File: src/rtl/display_timing_gen.sv
// display_timing_gen: raster timing generator with pixel/line counters, visible-area flag, delayed active-low syncs and a frame counter
//   clk, rst_n  : system clock, asynchronous active-low reset
//   pix_en      : pixel-rate tick; counters advance only when high
//   pix_col/row : current horizontal/vertical position
//   video_on    : registered visible-area flag for the driven position
//   hsync/vsync : active-low syncs, delayed SYNC_DELAY clks to match downstream latency
//   frame_tick  : one-clk pulse at the start of vertical blanking
//   frame_count : completed frames, wrapping
module display_timing_gen #(
  parameter int H_ACTIVE   = 640,
  parameter int H_FP       = 16,
  parameter int H_SYNC     = 96,
  parameter int H_BP       = 48,
  parameter int V_ACTIVE   = 480,
  parameter int V_FP       = 10,
  parameter int V_SYNC     = 2,
  parameter int V_BP       = 33,
  parameter int SYNC_DELAY = 2
) (
  input  logic        clk,
  input  logic        rst_n,
  input  logic        pix_en,
  output logic [9:0]  pix_col,
  output logic [9:0]  pix_row,
  output logic        video_on,
  output logic        hsync,
  output logic        vsync,
  output logic        frame_tick,
  output logic [15:0] frame_count
);
  localparam logic [9:0] H_LAST = 10'(H_ACTIVE + H_FP + H_SYNC + H_BP - 1);
  localparam logic [9:0] V_LAST = 10'(V_ACTIVE + V_FP + V_SYNC + V_BP - 1);
  localparam logic [9:0] H_VIS  = 10'(H_ACTIVE);
  localparam logic [9:0] V_VIS  = 10'(V_ACTIVE);
  localparam logic [9:0] HS_BEG = 10'(H_ACTIVE + H_FP);
  localparam logic [9:0] HS_END = 10'(H_ACTIVE + H_FP + H_SYNC);
  localparam logic [9:0] VS_BEG = 10'(V_ACTIVE + V_FP);
  localparam logic [9:0] VS_END = 10'(V_ACTIVE + V_FP + V_SYNC);
  logic [9:0]  r_col, r_row;
  logic        r_video_on, r_frame_tick;
  logic [15:0] r_frame_count;
  logic [9:0]  w_col_nxt, w_row_nxt;
  logic        w_col_last, w_frame_start, w_hs_raw, w_vs_raw;
  always_comb begin
    w_col_last    = r_col == H_LAST;
    w_col_nxt     = w_col_last ? '0 : r_col + 10'd1;
    w_row_nxt     = !w_col_last ? r_row : (r_row == V_LAST) ? '0 : r_row + 10'd1;
    w_frame_start = pix_en && w_col_last && (r_row == V_VIS - 10'd1);
    w_hs_raw      = !(r_col >= HS_BEG && r_col < HS_END);
    w_vs_raw      = !(r_row >= VS_BEG && r_row < VS_END);
  end
  // video_on is computed from the next position so it lines up with the counters it is registered alongside
  always_ff @(posedge clk or negedge rst_n) begin
    if (!rst_n) begin
      r_col         <= '0;
      r_row         <= '0;
      r_video_on    <= 1'b0;
      r_frame_tick  <= 1'b0;
      r_frame_count <= '0;
    end else begin
      r_frame_tick <= w_frame_start;
      if (w_frame_start) r_frame_count <= r_frame_count + 16'd1;
      if (pix_en) begin
        r_col      <= w_col_nxt;
        r_row      <= w_row_nxt;
        r_video_on <= (w_col_nxt < H_VIS) && (w_row_nxt < V_VIS);
      end
    end
  end
  generate
    if (SYNC_DELAY == 0) begin : g_nodly
      assign hsync = w_hs_raw;
      assign vsync = w_vs_raw;
    end else begin : g_dly
      // shifts every clk regardless of pix_en; the cast drops the oldest stage
      logic [SYNC_DELAY-1:0] r_hs_sr, r_vs_sr;
      always_ff @(posedge clk or negedge rst_n) begin
        if (!rst_n) begin
          r_hs_sr <= '1;
          r_vs_sr <= '1;
        end else begin
          r_hs_sr <= SYNC_DELAY'({r_hs_sr, w_hs_raw});
          r_vs_sr <= SYNC_DELAY'({r_vs_sr, w_vs_raw});
        end
      end
      assign hsync = r_hs_sr[SYNC_DELAY-1];
      assign vsync = r_vs_sr[SYNC_DELAY-1];
    end
  endgenerate
  assign pix_col     = r_col;
  assign pix_row     = r_row;
  assign video_on    = r_video_on;
  assign frame_tick  = r_frame_tick;
  assign frame_count = r_frame_count;
endmodule

File: config.mk
export PLATFORM = sky130hd
export DESIGN_NAME = display_timing_gen
export DESIGN_NICKNAME = d
export VERILOG_FILES = /design/src/rtl/display_timing_gen.sv
export SDC_FILE = /design/constraint.sdc
export NUM_CORES = 1
export LEC_CHECK = 0
export BUFFER_PORTS_ARGS = -buffer_cell sky130_fd_sc_hd__buf_2
export CAP_MARGIN = 20
export CORE_UTILIZATION = 50
export CTS_BUF_LIST = sky130_fd_sc_hd__clkbuf_4
export CTS_CLUSTER_SIZE = 14
export DETAILED_ROUTE_END_ITERATION = 16
export PLACE_DENSITY = 0.8
export RECOVER_POWER = 50
export SYNTH_ARGS = -nofsm -noshare
export SYNTH_HDL_FRONTEND = slang
export SYNTH_SLANG_ARGS = --single-unit
export TNS_END_PERCENT = 5
File: constraint.sdc
create_clock -name clk -period 3 [get_ports clk]
set_clock_uncertainty 0.15 [all_clocks]
set_input_delay 0.45 -clock clk [delete_from_list [all_inputs] [get_ports clk]]
set_output_delay 0.45 -clock clk [all_outputs]
set_load 0.02 [all_outputs]
# Yosys cells after proc, flatten, opt, wreduce, memory -nomap -nowiden
# Index checks and enable logic that the tools add are counted.
[totals]
mem_bits_rw = 0
out_inout_bits = 40
input_bits = 3
register_bits = 42
mem_count = 0
latch_bits = 0
romBits = 0
elab_cells = 29
[op_classes]
n_lt_le_gt_ge = 6
muxes = 3
n_eq_ne = 3
bitwise = 0
reduce_logical = 7
n_mul = 0
div = 0
addsub = 3
shifts = 0
[op_table]
columns = ["operator", "count"]
rows = [
  ["10-bit two-way mux", 3],
  ["10-bit by 1-bit adder with 10-bit output, second input constant", 2],
  ["10-bit equality test, second input constant", 2],
  ["10-bit less-than comparator, second input constant", 2],
  ["10-bit by 9-bit less-than comparator with 1-bit output, second input constant", 2],
  ["16-bit by 1-bit adder with 16-bit output, second input constant", 1],
  ["10-bit by 9-bit equality test with 1-bit output, second input constant", 1],
  ["10-bit greater-or-equal comparator, second input constant", 1],
  ["10-bit by 9-bit greater-or-equal comparator with 1-bit output, second input constant", 1],
  ["1-bit logical AND", 5],
  ["1-bit logical NOT", 2],
]

# Longest topological paths before layout
[logic_depth]
word_depth = 5
depth_mapped = 8
mapped_depth_nobuf = 6

# Worst setup path after synthesis
# OpenSTA, ideal clock, no wires.
[synth_timing]
path_kind = "register -> register"
start = "reg r_row[1], in the netlist pix_row[1]"
end = "reg r_frame_count[11], in the netlist frame_count[11]"
path_slack_ns = 0.728
required_time_ns = 2.770
period_less_slack_ns = 2.272
n_path_buf = 1
arrival_ns = 2.042
stages_incl_launch_ff = 8
setup_time_ns = 0.080
path_cell_list = "dfrtp_1 ha_1 nand4_1 nor4_1 nand4_4 buf_6 nor3_2 xor2_1"
[synth_via]
elab_chain_len = 2
[synth_lines]
columns = ["item", "line", "text"]
rows = [
  ["from (decl)", "39", "logic [9:0] r_col, r_row;"],
  ["from (signal assigned)", "65", "r_row <= w_row_nxt;"],
  ["10-bit by 9-bit equality test with 1-bit output", "48", "w_frame_start = pix_en && w_col_last && (r_row == V_VIS - 10'd1);"],
  ["1-bit logical AND", "48", ""],
  ["to (signal assigned)", "62", "if (w_frame_start) r_frame_count <= r_frame_count + 16'd1;"],
  ["to (decl)", "41", "logic [15:0] r_frame_count;"],
]
# Every way passes these cells.
# A chain may end at the register's enable or synchronous reset.

# Worst setup path after layout
[layout_timing]
start = "reg r_row[1], in the netlist pix_row[1]"
end = "reg r_frame_count[9], in the netlist frame_count[9]"
# Same word-level chain as after synthesis.

==> qor.csv <==
stage,metric,value,unit
logic_synthesis,yosysSeqAreaShare,0.471,
logic_synthesis,muxShareOfSynthArea,0.00503,
sta,slew_violations,43,
sta,fmax,0.395,GHz
logic_synthesis,synth_xor_area_frac,0.109,
setup_path,crit_type,flop to flop,
sta,fin_tns_setup,0,ps
routing,antenna_left,0,
routing,drt_iter0_markers,83,
routing,via_count,1771,
placement,gp_congestion,0.850,
global_route,overflow,0,
clocking,root_buffer,clkbuf_4,
outcome,violations,"max-capacitance violations, max-slew violations",
sta,finalCriticalPeriod,2530,ps
clocking,cts_max_path_buffers,2,
pwr,power.internal,0.764,mW
logic_synthesis,synth.distinct_cells,44,
global_route,first_global_vias,1576,
clocking,holdBufCountCts,0,
pwr,power_frac_seq,0.589,
logic_synthesis,syn_inst,217,
logic_synthesis,synth_top_family_by_area,simple AND/OR/NAND/NOR gates,
die,start_util,0.541,
clocking,cts_sinks,42,
clocking,htree_levels,2,
logic_synthesis,synthesis.area,2240,um^2
pwr,clkPwrFrac,0.239,
finish,drive_gt1_frac,0.212,
placement,dp_hpwl,3.11,mm
finish,nNetsFinal,267,
pwr,p_total,1.12,mW
clocking,insertion_delay,350,ps
routing,routed_wl,4.42,mm
clocking,path_clk_slew,120,ps
sta,rsz0062_at_grt,no,
die,die-area,4750,um^2
finish,antenna-diode-count,0,
setup_path,slowest_delay,550,ps
logic_synthesis,syn_nets,226,
pwr,pwr-share-comb,0.172,
clocking,postCtsSetupBuffers,0,
die,pin_count,43,
pwr,p_sw_frac,0.320,
logic_synthesis,yosys_warnings,0,
clocking,cts_tree,done,
die,core,4140,um^2
pwr,powerDensity,449,nW/um^2
finish,stdcell_area,2510,um^2
sta,slew_headroom,-0.448,
setup_path,cp_cell_sequence,"ha_1, nand4_1, nor4_1, nand4_4, nor4_2, xor2_1",
pwr,ir_worst_vdd,0.364,mV
setup_path,crit_buf_inv,0,
sta,finalHoldViolCount,0,
logic_synthesis,yosys.area_share.simple,0.270,
min_path,hold_path_class,flop to flop,
sta,period_share,0.845,
logic_synthesis,synth_seq_cells,42,
finish,layout_common_cells,"38 x dfrtp_1, 28 x buf_2, 18 x nand2_1",
finish,mostFrequentLayoutCell,dfrtp_1,
logic_synthesis,synth.avg_cell_area,10.3,um^2
setup_path,crit_slowest_cell,nor4_1,
logic_synthesis,synth-compound-area-share,0.0731,
setup_path,end_kind,flop,
global_route,antenna_found_initial,0,
outcome,status,finished with violations,
finish,area_growth,11.8,%
pwr,p_sw,0.360,mW
routing,via_per_inst,5.73,
routing,avgRoutedWirePerCell,14.3,um
global_route,grt_max_degree,43,
logic_synthesis,synth-adder-area-share,0.0335,
setup_path,crit_arrival,2670,ps
die,row_count,23,
global_route,grt_first_pass_wirelength,7.36,mm
routing,drc,0,
sta,setup_violations,0,
setup_path,cp.required,3130,ps
placement,portBuffers,42,
die,die_h,68.9,um
placement,place_area,2470,um^2
pwr,power.leakage,1.17,nW
setup_path,start_kind,flop,
routing,drt_pre_antenna_iters,4,
sta,worst_slew_pin_slew,2170,ps
global_route,grt_usage,0.211,
die,die_w,68.9,um
setup_path,cp_max_fo,11,
setup_path,crit_family,simple AND/OR/NAND/NOR gates,
flow_run,max_cap_violations,1,
clocking,cts_resized,0,
clocking,numCtsBuffers,5,
-- flip-flops by register name, indices dropped and copies added, names as in the netlist --
signal	count
frame_count	16
frame_tick	1
g_dly.r_hs_sr	2
g_dly.r_vs_sr	2
pix_col	10
pix_row	10
video_on	1
-- final cells by class --
type	instances	area, um^2
Clock buffer	5	37.5
Clock inverter	3	16.3
Fill cell	385	1640
Inverter	9	33.8
Multi-Input combinational cell	157	1100
Sequential cell	42	1060
Tap cell	50	62.6
Timing Repair Buffer	43	200
-- worst reg2reg max path, stage by stage (launching register included) --
cell and delay (ps):
dfrtp_1 460, ha_1 230, nand4_1 300, nor4_1 550
nand4_4 300, nor4_2 320, xor2_1 170
-- per-stage QoR --
stage          hold WS [ps]  setup WS [ps]  cells  utilization
2_1_floorplan          4.41            728    217            -
3_3_place_gp            196            627    301        0.596
3_5_place_dp            197            528    301        0.596
4_1_cts                91.8            485    309        0.609
5_1_grt                 217            307    309        0.605
6_report                213            466    309        0.605
-- final timing paths --
path	startpoint	to	slack, ps	depth (start not counted)
worst max-delay path	pix_row[1]	frame_count[9]	470	6
worst min-delay path	g_dly.r_vs_sr[0]	g_dly.r_vs_sr[1]	210	0
worst max register to register	pix_row[1]	frame_count[9]	470	6
worst min register to register	g_dly.r_vs_sr[0]	g_dly.r_vs_sr[1]	210	0
max in group asynchronous	rst_n	pix_row[7]	900	1
min in group asynchronous	rst_n	frame_count[3]	570	1
-- power groups by stage --
stage | registers (mW) | logic, mW | clock network (mW)
floorplan | 0.698 | 0.108 | 0
global placement | 0.669 | 0.194 | 0
detailed placement | 0.672 | 0.197 | 0
CTS | 0.662 | 0.198 | 0.282
global route | 0.674 | 0.217 | 0.305
finish | 0.662 | 0.193 | 0.269
-- cells by family after synthesis --
kind of cell | Yosys count
buffers and inverters | 18
xor gates and xnor gates | 28
DFF | 42
and+or+nand+nor | 98
muxes | 1
adders and majority gates | 6
AOI/OAI and AO/OA | 24
-- Yosys cell counts --
cell	count	area, um^2
a211oi_1	1	7.51
nor2b_1	1	6.26
or4_1	1	7.51
or4b_4	1	13.8
dfrtp_1	38	951
dfstp_2	4	105
buf_1	1	3.75
a21boi_0	1	7.51
a41oi_1	1	8.76
nand2_1	18	67.6
nor3b_1	1	7.51
and3_1	5	31.3
o31ai_1	3	22.5
mux2_2	1	11.3
a31oi_1	1	6.26
nor4_2	1	12.5
buf_6	1	11.3
o21ai_0	8	40.0
and4_1	2	17.5
nand4_1	15	93.8
xor2_1	17	149
a21o_1	2	15.0
buf_2	2	10.0
o311ai_1	1	8.76
nand4_4	1	21.3
clkbuf_1	3	11.3
inv_1	9	33.8
and4b_1	1	10.0
a21oi_1	2	10.0
nor4_1	4	25.0
nor3_2	10	100
nor3_1	3	15.0
o22ai_1	1	6.26
nand2b_1	1	6.26
xnor2_1	11	96.3
o41ai_2	1	16.3
o211ai_1	2	15.0
nand3_1	12	60.1
nor2_1	12	45.0
nor4b_1	3	26.3
or3_1	4	25.0
buf_4	2	15.0
ha_1	6	75.1
and2_1	2	12.5
-- per-layer routing --
layer | track usage | up-vias | wire length [um]
met5 | 0 | - | 0
met4 | 0.0740 | 0 | 65
met3 | 0.0625 | 9 | 240
met2 | 0.330 | 52 | 2080
met1 | 0.275 | 857 | 2030
li1 | - | 853 | -
Power figures use the tool's default switching activity.
